--- src/rtl/flt_evt_pkg.sv ---
//------------------------------------------------------------------------------
// Module  : flt_evt_pkg
// Brief   : Shared constants and threshold helper for the fault-event capture path.
// Revision: 1.0 - initial release
//------------------------------------------------------------------------------
`default_nettype none

package flt_evt_pkg;

    localparam int FLT_CNT_W     = 4;
    localparam int FLT_SYNC_STG  = 2;
    localparam int FLT_THR_W_MAX = 16;

    // A programmed threshold of zero behaves as a single-cycle filter.
    function automatic logic [FLT_THR_W_MAX-1:0] eff_thr(
        input logic [FLT_THR_W_MAX-1:0] thr
    );
        logic [FLT_THR_W_MAX-1:0] res;
        res = (thr == '0) ? FLT_THR_W_MAX'(1) : thr;
        return res;
    endfunction

endpackage : flt_evt_pkg

`default_nettype wire

--- src/rtl/flt_dgl_ch.sv ---
//------------------------------------------------------------------------------
// Module  : flt_dgl_ch
// Brief   : One fault channel: synchroniser, consecutive-cycle deglitch, rise flag.
// Revision: 1.0 - initial release
//------------------------------------------------------------------------------
`default_nettype none

module flt_dgl_ch
    import flt_evt_pkg::*;
#(
    parameter int CNT_W    = FLT_CNT_W,
    parameter int SYNC_STG = FLT_SYNC_STG
) (
    input  logic             i_clk,
    input  logic             i_rst_n,
    input  logic             en_i,
    input  logic [CNT_W-1:0] dgl_cyc_i,
    input  logic             raw_i,
    output logic             lvl_o,
    output logic             rise_o
);

    logic [SYNC_STG-1:0]      sync_q;
    logic [CNT_W-1:0]         cnt_q;
    logic [CNT_W-1:0]         cnt_d;
    logic                     lvl_q;
    logic                     lvl_d;
    logic                     rise_q;
    logic                     rise_d;
    logic                     sync_bit;
    logic [FLT_THR_W_MAX-1:0] thr_eff;
    logic [FLT_THR_W_MAX-1:0] cnt_inc;

    // The synchroniser ignores the enable so a line that is already high is
    // seen immediately when capture is re-enabled.
    always_ff @(posedge i_clk or negedge i_rst_n) begin
        if (!i_rst_n) begin
            sync_q <= '0;
        end else begin
            sync_q <= {sync_q[SYNC_STG-2:0], raw_i};
        end
    end

    assign sync_bit = sync_q[SYNC_STG-1];
    assign thr_eff  = eff_thr(FLT_THR_W_MAX'(dgl_cyc_i));
    assign cnt_inc  = FLT_THR_W_MAX'(cnt_q) + FLT_THR_W_MAX'(1);

    always_comb begin
        cnt_d = cnt_q;
        lvl_d = lvl_q;
        if (!en_i) begin
            cnt_d = '0;
            lvl_d = 1'b0;
        end else if (sync_bit == lvl_q) begin
            cnt_d = '0;
        end else if (cnt_inc >= thr_eff) begin
            lvl_d = sync_bit;
            cnt_d = '0;
        end else begin
            cnt_d = cnt_q + CNT_W'(1);
        end
        rise_d = lvl_d & ~lvl_q;
    end

    always_ff @(posedge i_clk or negedge i_rst_n) begin
        if (!i_rst_n) begin
            cnt_q  <= '0;
            lvl_q  <= 1'b0;
            rise_q <= 1'b0;
        end else begin
            cnt_q  <= cnt_d;
            lvl_q  <= lvl_d;
            rise_q <= rise_d;
        end
    end

    assign lvl_o  = lvl_q;
    assign rise_o = rise_q;

endmodule : flt_dgl_ch

`default_nettype wire

--- src/rtl/flt_evt_capture.sv ---
//------------------------------------------------------------------------------
// Module  : flt_evt_capture
// Brief   : Deglitched fault capture producing one-cycle logic-set strobes.
// Revision: 1.0 - initial release
//------------------------------------------------------------------------------
`default_nettype none

module flt_evt_capture
    import flt_evt_pkg::*;
#(
    parameter int DW       = 8,
    parameter int CNT_W    = FLT_CNT_W,
    parameter int SYNC_STG = FLT_SYNC_STG
) (
    input  logic             i_clk,
    input  logic             i_rst_n,
    input  logic             i_en,
    input  logic [CNT_W-1:0] i_dgl_cyc,
    input  logic [DW-1:0]    i_flt_raw,
    output logic [DW-1:0]    o_flt_lvl,
    output logic             o_lgc_wen,
    output logic [DW-1:0]    o_lgc_data
);

    logic [DW-1:0] lvl;
    logic [DW-1:0] rise;
    logic          wen_q;
    logic          wen_d;
    logic [DW-1:0] data_q;
    logic [DW-1:0] data_d;

    for (genvar gi = 0; gi < DW; gi++) begin : g_ch
        flt_dgl_ch #(
            .CNT_W    (CNT_W),
            .SYNC_STG (SYNC_STG)
        ) u_ch (
            .i_clk     (i_clk),
            .i_rst_n   (i_rst_n),
            .en_i      (i_en),
            .dgl_cyc_i (i_dgl_cyc),
            .raw_i     (i_flt_raw[gi]),
            .lvl_o     (lvl[gi]),
            .rise_o    (rise[gi])
        );
    end

    // Rises landing in the same cycle merge into one strobe; data stays zero
    // whenever the strobe is low.
    always_comb begin
        wen_d  = 1'b0;
        data_d = '0;
        if (i_en) begin
            wen_d  = |rise;
            data_d = rise;
        end
    end

    always_ff @(posedge i_clk or negedge i_rst_n) begin
        if (!i_rst_n) begin
            wen_q  <= 1'b0;
            data_q <= '0;
        end else begin
            wen_q  <= wen_d;
            data_q <= data_d;
        end
    end

    assign o_flt_lvl  = lvl;
    assign o_lgc_wen  = wen_q;
    assign o_lgc_data = data_q;

endmodule : flt_evt_capture

`default_nettype wire

--- config.mk ---
export PLATFORM = sky130hd
export DESIGN_NAME = flt_evt_capture
export DESIGN_NICKNAME = d
export VERILOG_FILES = /design/src/rtl/flt_evt_pkg.sv /design/src/rtl/flt_dgl_ch.sv /design/src/rtl/flt_evt_capture.sv
export SDC_FILE = /design/constraint.sdc
export NUM_CORES = 1
export LEC_CHECK = 0
export CAP_MARGIN = 0
export CORE_MARGIN = 2
export CORE_UTILIZATION = 62
export CTS_BUF_LIST = sky130_fd_sc_hd__clkbuf_16
export CTS_CLUSTER_SIZE = 14
export DETAILED_ROUTE_END_ITERATION = 6
export PLACE_DENSITY = 0.95
export SLEW_MARGIN = 0
export SYNTH_ARGS = -nofsm -noshare
export SYNTH_HDL_FRONTEND = slang
export SYNTH_SLANG_ARGS = --single-unit
--- constraint.sdc ---
create_clock -name i_clk -period 4.95 [get_ports i_clk]
set_input_delay 0.7425 -clock i_clk [delete_from_list [all_inputs] [get_ports i_clk]]
set_output_delay 0.7425 -clock i_clk [all_outputs]
set_load 0.02 [all_outputs]
# After elaboration in Yosys (flattened, before gate mapping)
# Cells that the tools add are included.
dict set report totals {
  elab_cells 135
  inputBits 15
  out_inout_bits 17
  ff_bits 73
}
dict set report classes {
  n_mux 51
  bitwise_logic 16
  n_reduce_logical 2
  addsub 16
  n_eq_ne 8
  magnitude_cmp 8
}
# operator count
set op_table {}
lappend op_table {{$mux W4} 25}
lappend op_table {{$ge A16 B16 Y1} 5}
lappend op_table {{$ge A16 B4 Y1} 3}
lappend op_table {{$add A4 B1 Y5 const B} 8}
lappend op_table {{$add A4 B1 Y4 const B} 8}
lappend op_table {{$mux W1} 25}
lappend op_table {{$and A1 B1 Y1} 8}
lappend op_table {{$eq A1 B1 Y1} 8}
lappend op_table {{$mux W8} 1}
lappend op_table {{$not A1 Y1} 8}
lappend op_table {{$reduce_or A8 Y1} 1}
lappend op_table {{$logic_not A4 Y1} 1}

# Logic depth before layout (Yosys ltp)
# Gate-level depths: netlist of run 1.
dict set report logic_depth {
  word_depth 7
  mapped_depth 8
  ltp_nobuf 7
}

# Cells and area by module
# Synthesis of run 1 repeated with hierarchy kept, for this count alone.
dict set report hier_totals {
  hier_cells 308
  area_unflattened_um2 3732.3
}
# mod seq_area_each_um2 cells_per_inst area_per_inst_um2 n_inst
set by_module_without_submodules {}
lappend by_module_without_submodules {flt_dgl_ch 200.2 36 427.9 8}
lappend by_module_without_submodules {flt_evt_capture 225.2 20 309.0 1}

# Worst setup path after synthesis of run 1
# Ideal clock, no wire load.
dict set report synth_timing {
  path_type {in2reg}
  startpoint {input port i_dgl_cyc[2]}
  endpoint {register g_ch[2].u_ch.cnt_q[3]}
  setup_ps 73
  setup_slack_ps 2633
  stages 8
  required_time_ps 4877
  arrival_time_ps 2245
  path_buffers 1
  cell_sequence {buf_4 > nor3_1 > or2_2 > ha_1 > nor3b_1 > a211oi_1 > or2_2 > nor2b_1}
}
dict set report synth_via {
  elab_chain_len 6
}
# item line_no
set synth_rtl {}
lappend synth_rtl {{start: declaration} flt_evt_capture.sv:18} ;# input logic [CNT_W-1:0] i_dgl_cyc,
lappend synth_rtl {{$logic_not A4 Y1} flt_evt_pkg.sv:19} ;# res = (thr == '0) ? FLT_THR_W_MAX'(1) : thr;
lappend synth_rtl {{$mux W4 *} flt_evt_pkg.sv:19}
lappend synth_rtl {{$ge A16 B16 Y1 *} flt_dgl_ch.sv:56} ;# end else if (cnt_inc >= thr_eff) begin
lappend synth_rtl {{$mux W4 *} flt_dgl_ch.sv:56}
lappend synth_rtl {{$mux W4 *} flt_dgl_ch.sv:54} ;# end else if (sync_bit == lvl_q) begin
lappend synth_rtl {{$mux W4 *} flt_dgl_ch.sv:51} ;# if (!en_i) begin
lappend synth_rtl {{via g_ch[2].u_ch.cnt_d[3]} flt_dgl_ch.sv:25} ;# logic [CNT_W-1:0] cnt_d;
lappend synth_rtl {{end signal: assignment} flt_dgl_ch.sv:71} ;# cnt_q <= cnt_d;
lappend synth_rtl {{end: declaration} flt_dgl_ch.sv:24} ;# logic [CNT_W-1:0] cnt_q;
# Mark *: on every way through the listed nets, which the timed path passes. The rest lies on a longest branch.

# Worst setup path in the final report of run 1
dict set report layout_timing {
  startpoint {input port i_dgl_cyc[2]}
  endpoint {register g_ch[1].u_ch.cnt_q[3]}
}
dict set report layout_via {
  elab_chain_len 6
}
# item line_no
set layout_rtl {}
lappend layout_rtl {{$logic_not A4 Y1} flt_evt_pkg.sv:19}
lappend layout_rtl {{$mux W4 *} flt_evt_pkg.sv:19}
lappend layout_rtl {{$ge A16 B16 Y1 *} flt_dgl_ch.sv:56}
lappend layout_rtl {{$mux W4 *} flt_dgl_ch.sv:56}
lappend layout_rtl {{$mux W4 *} flt_dgl_ch.sv:54}
lappend layout_rtl {{$mux W4 *} flt_dgl_ch.sv:51}
lappend layout_rtl {{via g_ch[1].u_ch.cnt_d[3]} flt_dgl_ch.sv:25}
lappend layout_rtl {{end signal: assignment} flt_dgl_ch.sv:71}
lappend layout_rtl {{end: declaration} flt_dgl_ch.sv:24}
# Marks and branches as above.

==> results.md, run 1 <==
* Status: complete, no violations
* Worst path most repeated cell: or2_2
* R2R cell count at 6
* Vias per Instance at 5.74
* Max Clock Freq at around 0.31 GHz
* Setup Fix Bufs, Post-CTS at 0
* Max-capacitance violation count at 0
* Synth cell count leaders: dfrtp_1 (73), ha_1 (32), nor2_1 (32)
* Crit path launch type: primary input
* Area contributors post-synth: dfrtp_1 (52%), ha_1 (11%), nor2_1 (3.4%)
* Wire length on met3 at 274 µm
* FF-to-FF End: g_ch[1].u_ch.cnt_q[3]$_DFF_PN0_
* Die W at approximately 79 µm
* Detail Route met2 WL at ~4000 µm
* Avg Inst Size Synth at 11.2 µm²
* DR DRC count at 0
* EDFF count, synth at 0
* Tmin final at 3.18 ns
* Area after DPL at about 3900 µm²
* Hold buffers post-CTS at 0
* Rows at 27
* Final hold viol count at 0
* First-pass GRT wire length at 12200 µm
* Skew-Pair Late Insertion Delay at 0.34 ns
* Synth warnings at 0
* Leak pwr at ~2.0 nW
* Crit path kind: primary input to flop
* Post-synth top area share at 0.518
* Count of final max-slew check failures at 0
* Setup TNS at 0 ns
* Syn nets at about 360
* Clock slew seen by the registers of the worst setup and hold paths at 0.06 ns
* H-tree levels at 3
* RePlAce Congestion at 0.824
* Die Y at just under 80 µm
* Worst-Margin Slew at 0.674 ns
* Seq/Total Area, Yosys at 0.518
* Core Util, Final at 0.751
* CP startpoint: i_dgl_cyc[2]
* Crit path largest cell delay at 0.87 ns
* Synth area leader: dfrtp_1
* Most common cell in the netlist: dfrtp_1
* Port Buffers at 31
* CTS root buf: clkbuf_16
* CP max-delay cell: clkdlybuf4s50_1
* Via count at 2441
* Hpwl dp at 4680 µm
* Register Area at 1830 µm²
* Mapped Cells at 316
* Overall Global Routing Usage at 0.259
* Yosys reg bits at 73
* Post-synth top flop: dfrtp_1
* Syn Std Cell Area at approximately 3500 µm²
* WP depth at 8
* Initial Util at 0.641
* NumNets Final at around 400
* Slew Limit Headroom at 0.551
* Layout cells sized above 1 at 0.0765
* Critical Path RT at 5.19 ns
* Yosys cell types at 27
* Resized cells post-CTS at 0
* Crit Path Max Fanout at 17
* N_diodes at 0
* Antenna-violating nets left at 0
* Initial antenna violation count at 0
* Worst hold path class: flop to flop
* Setup crit end: g_ch[1].u_ch.cnt_q[3]$_DFF_PN0_
* Critical-path cell list: clkdlybuf4s50_1 > nor3_1 > or2_2 > ha_1 > nor3b_1 > a211oi_1 > or2_2 > nor2b_1
* R2R setup slack at roughly 2.9 ns
* Worst Setup End Kind: flop
* Worst reg2reg path startpoint: g_ch[1].u_ch.cnt_q[0]$_DFF_PN0_
* CTS sink cnt at 73
* Num CTS Buffers at 9
* DR top layer: met4
* GR Overflow Total at 0
* Unrepaired setup endpoints after global routing: false
* Core footprint at around 5500 µm²
* Buf/Inv on CP at 1
* Footprint of the multi-input gates at between 1500 and 2000 µm²
* CTS tree: done
* Vias in the first global route at approximately 2600
* Wl on met1 at 2860 µm
* Iteration-0 DRC Markers at 167
* Crit path max-delay family: simple AND/OR/NAND/NOR gates
* Pwr dens at 343 nW/µm²
* Peak VDD IR at 0.206 mV
* Fillers at 338
* Detailed Route WL at 7230 µm
* Boundary Pins at 32
* Pre-antenna DRT Iters at 4
* Area Growth Syn to Fin at 17.3%
* Share of synthesized registers carrying an async set or reset at 1.00
* Crit path DAT at 3.43 ns
* Largest net degree at the start of global routing at 44
* Post-route cell area at between 4000 and 5000 µm²
* CTS Buffer Depth at 2
* Period utilization at 0.643
* Layout Skew at roughly 0.0064 ns
* Setup violators final at 0
* Die area at 6310 µm²
* Wire per inst at 17.0 µm
## flip-flops by register name, indices dropped and copies added, names as in the netlist
signal,count
g_ch.u_ch.rise_o,8
g_ch.u_ch.lvl_o,8
g_ch.u_ch.cnt_q,32
o_lgc_wen,1
o_lgc_data,8
g_ch.u_ch.sync_q,16
## layout by cell type, fill, tap and decap left out, types with 2 or more instances in the layout
master / n
nor3b_1: 8
nor2_1: 32
a211oi_1: 8
nand3_1: 8
or2_1: 3
or2_2: 6
nor4_1: 2
xnor2_1: 11
buf_4: 2
a31oi_1: 8
o2111ai_1: 8
clkinv_2: 2
inv_1: 13
xor2_1: 8
clkbuf_16: 9
clkdlybuf4s50_1: 30
xnor2_2: 5
mux2i_1: 8
nor3_1: 17
o21ai_0: 16
ha_1: 32
and2_1: 8
nand2_1: 16
dfrtp_1: 73
nand2b_1: 8
nor2b_1: 7
## layer usage
| layer | global-route usage | up-vias |
|---|---|---|
| li1 | - | 1161 |
| met1 | 0.299 | 1196 |
| met2 | 0.454 | 70 |
| met3 | 0.0486 | 14 |
| met4 | 0.141 | 0 |
| met5 | 0 | - |
## per-stage QoR
stage	hold WS [ns]	std cells	power, W	worst slack [ns]
finish	0.345	425	0.00142	1.77
CTS	0.348	425	0.00143	1.82
global placement	0.333	409	0.000796	1.73
floorplan	0.331	316	0.000748	2.63
global route	0.358	425	0.00147	1.69
detailed placement	0.336	409	0.000807	1.55
## worst min-delay path by stage
stage | from | end | slack, ns | cells after the start
after global placement | g_ch[4].u_ch.sync_q[0]$_DFF_PN0_ | g_ch[4].u_ch.sync_q[1]$_DFF_PN0_ | 0.33 | 0
after global routing | g_ch[5].u_ch.sync_q[0]$_DFF_PN0_ | g_ch[5].u_ch.sync_q[1]$_DFF_PN0_ | 0.36 | 0
after floorplan | g_ch[0].u_ch.sync_q[0]$_DFF_PN0_ | g_ch[0].u_ch.sync_q[1]$_DFF_PN0_ | 0.33 | 0
after detailed placement | g_ch[4].u_ch.sync_q[0]$_DFF_PN0_ | g_ch[4].u_ch.sync_q[1]$_DFF_PN0_ | 0.34 | 0
after CTS | g_ch[5].u_ch.sync_q[0]$_DFF_PN0_ | g_ch[5].u_ch.sync_q[1]$_DFF_PN0_ | 0.35 | 0
final | g_ch[5].u_ch.sync_q[0]$_DFF_PN0_ | g_ch[5].u_ch.sync_q[1]$_DFF_PN0_ | 0.35 | 0
## cell type report
| type | instances | share of cell area |
|---|---|---|
| flip-flops and latches | 73 | 0.441 |
| multi-input cells | 221 | 0.383 |
| repair buffers | 33 | 0.0774 |
| clock buffers | 9 | 0.0544 |
| well taps | 72 | 0.0218 |
| clock inverters | 7 | 0.0133 |
| inverters | 10 | 0.00907 |
## power breakdown
part           total, W  switching [W]  leakage [nW]  internal (W)
clock network  0.000617       0.000236         0.150      0.000381
registers      0.000642      0.0000207         0.972      0.000621
logic          0.000161      0.0000939         0.829     0.0000668
total           0.00142       0.000351          1.95       0.00107
## kinds of logic (layout without fill, tap and decap cells)
kind of cell               Yosys count  after routing  share of synthesized area
AOI/OAI and AO/OA                   41             41                     0.0759
xor gates and xnor gates            24             24                     0.0702
and+or+nand+nor                    116            116                      0.166
DFF                                 73             73                      0.518
adders and majority gates           32             32                      0.113
buffers and inverters               22             59                     0.0337
muxes                                8              8                     0.0227
Note: power is estimated with default switching activity, not from simulation.
==> run 2, diff against run 1 <==
CORE_UTILIZATION = 57   (was 62)
PLACE_DENSITY = 0.89   (was 0.95)
clock period = 3 ns   (was 4.95 ns; I/O delays follow)
==> run 2 against run 1 <==
Via count up 0.20%; sequential cell count unchanged; cell area up 1.8%; routed wire length down 4.9%; non-clock buffer count up 2; worst hold slack worse by 0.19 ns; critical path depth unchanged; final cell count up 1.2%; critical path type unchanged.
==> results.md, run 2 (synthesis gave the netlist of run 1 again) <==
* Crit path kind: primary input to flop
* Setup TNS at 0 ns (unchanged)
* Slew Limit Headroom at 0.547 (-0.00348)
* CTS sink cnt at 73 (unchanged)
* R2R setup slack at 1.01 ns (-1.86 ns)
* DR DRC count at 0 (unchanged)
* Crit path DAT at 2.52 ns (-0.91 ns)
* Tmin final at 2.26 ns
* CP startpoint: i_dgl_cyc[2]
* First-pass GRT wire length at 11700 µm (-4.0%)
* Count of final max-slew check failures at 0 (unchanged)
* Clock slew seen by the registers of the worst setup and hold paths at 0.05 ns (about the same)
* RePlAce Congestion at 0.752 (-8.8%)
* Unrepaired setup endpoints after global routing: false
* Die Y at 82.7 µm (+4.1%)
* Port Buffers at 31 (unchanged)
* Num CTS Buffers at 9 (unchanged)
* Crit Path Max Fanout at 8 (-9)
* Critical Path RT at 3.26 ns (-1.93 ns)
* Setup Fix Bufs, Post-CTS at 0 (unchanged)
* Worst hold path class: primary input to asynchronous set/reset pin
* FF-to-FF End: g_ch[7].u_ch.lvl_o$_DFF_PN0_
* Rows at 28 (+3.7%)
* Worst-Margin Slew at 0.679 ns (+0.00523 ns)
* Skew-Pair Late Insertion Delay at 0.33 ns (about the same)
* Antenna-violating nets left at 0 (unchanged)
* Pre-antenna DRT Iters at 4 (unchanged)
* Worst Setup End Kind: flop
* Status: complete, no violations
* Layout cells sized above 1 at 0.0901 (+0.0137)
* Vias per Instance at 5.69 (-0.96%)
* CTS tree: done
* Detailed Route WL at 6880 µm (-4.9%)
* Hpwl dp at 4840 µm (+3.4%)
* NumNets Final at 397 (+0.51%)
* N_diodes at 0 (unchanged)
* Period utilization at 0.752
* Worst reg2reg path startpoint: g_ch[7].u_ch.cnt_q[0]$_DFF_PN0_
* Max-capacitance violation count at 0 (unchanged)
* GR Overflow Total at 0 (unchanged)
* Final hold viol count at 0 (unchanged)
* Resized cells post-CTS at 0 (unchanged)
* Die W at 82.7 µm (+4.1%)
* CTS root buf: clkbuf_16
* R2R cell count at 6 (unchanged)
* Core footprint at 5960 µm² (+8.2%)
* H-tree levels at 3 (unchanged)
* Vias in the first global route at 2631 (+1.1%)
* Overall Global Routing Usage at 0.233 (-0.0261)
* Largest net degree at the start of global routing at 34 (-23%)
* Top flop regs: g_ch.u_ch.cnt_q (32), g_ch.u_ch.sync_q (16)
* Fillers at 410 (+21%)
* Core Util, Final at 0.707 (-0.0445)
* Setup violators final at 0 (unchanged)
* Max Clock Freq at between 0.4 and 0.5 GHz
* Initial Util at 0.592 (-0.0483)
* Leak pwr at 1.98 nW (+1.3%)
* Die area at 6840 µm² (+8.3%)
* Largest register by flop count: g_ch.u_ch.cnt_q
* Most common cell after layout, fill and taps aside: dfrtp_1
* Most frequent cells in the layout: dfrtp_1 (73), nor2_1 (32), ha_1 (32)
* Layout Skew at 0.00346 ns (-0.00296 ns)
* Crit path launch type: primary input
* Setup crit end: g_ch[3].u_ch.cnt_q[3]$_DFF_PN0_
* CTS Buffer Depth at 2 (unchanged)
* Area Growth Syn to Fin at 19.3%
* Wire per inst at 16.0 µm (-6.0%)
* Via count at 2446 (+0.20%)
* Pwr dens at 597 nW/µm² (+74%)
* Hold buffers post-CTS at 0 (unchanged)
* Initial antenna violation count at 0 (unchanged)
* Iteration-0 DRC Markers at 123 (-26%)
* Boundary Pins at 32 (unchanged)
* Max reg flops at 32 (unchanged)
* Peak VDD IR at 0.386 mV (+87%)
[run 2: worst max-delay path, cell delays in order]
cell	delay [ns]
clkdlybuf4s50_1	0.48
nor3_1	0.05
or2_2	0.38
ha_1	0.30
nor3b_1	0.29
a211oi_1	0.13
or2_2	0.32
nor2b_1	0.11
[run 2: metrics by stage]
stage	total power, W	worst slack [ns]	std cells	cell area [µm²]	hold WS, ns
after CTS	0.00253	0.761	430	4210	0.191
after detailed placement	0.00134	0.419	414	3880	0.336
after global routing	0.00262	0.631	430	4210	0.223
after global placement	0.00132	0.486	414	3880	0.331
final	0.00251	0.745	430	4210	0.158
after floorplan	0.00123	0.975	316	3530	0.154
[run 2: metal layers]
| metal | GRT usage | routed length [µm] |
|---|---|---|
| met2 | 0.409 | 3630 |
| met4 | 0.118 | 106 |
| met3 | 0.0457 | 206 |
| met1 | 0.271 | 2940 |
| met5 | 0 | 0 |
[run 2: worst min path at each step]
stage / startpoint / to / slack (ns)
after detailed placement: g_ch[6].u_ch.sync_q[0]$_DFF_PN0_ / g_ch[6].u_ch.sync_q[1]$_DFF_PN0_ / 0.34
after CTS: i_rst_n / g_ch[6].u_ch.sync_q[0]$_DFF_PN0_ / 0.19
after floorplan: i_rst_n / g_ch[0].u_ch.cnt_q[0]$_DFF_PN0_ / 0.15
final: i_rst_n / g_ch[6].u_ch.sync_q[0]$_DFF_PN0_ / 0.16
after global placement: g_ch[3].u_ch.sync_q[0]$_DFF_PN0_ / g_ch[3].u_ch.sync_q[1]$_DFF_PN0_ / 0.33
after global routing: i_rst_n / g_ch[6].u_ch.sync_q[0]$_DFF_PN0_ / 0.22
[run 2: power by group]
group | total (W) | internal, W | switching (W)
Combinational | 0.000266 | 0.000112 | 0.000153
Clock | 0.00119 | 0.000804 | 0.000384
Sequential | 0.00106 | 0.00103 | 0.0000339
Total | 0.00251 | 0.00194 | 0.000571
[run 2: layout make-up]
cell class | instances | area, µm² | area share
flip-flops and latches | 73 | 1830 | 0.434
multi-input cells | 221 | 1580 | 0.376
repair buffers | 35 | 335 | 0.0796
clock buffers | 9 | 225 | 0.0535
clock inverters | 7 | 109 | 0.0259
well taps | 75 | 93.8 | 0.0223
inverters | 10 | 37.5 | 0.00892
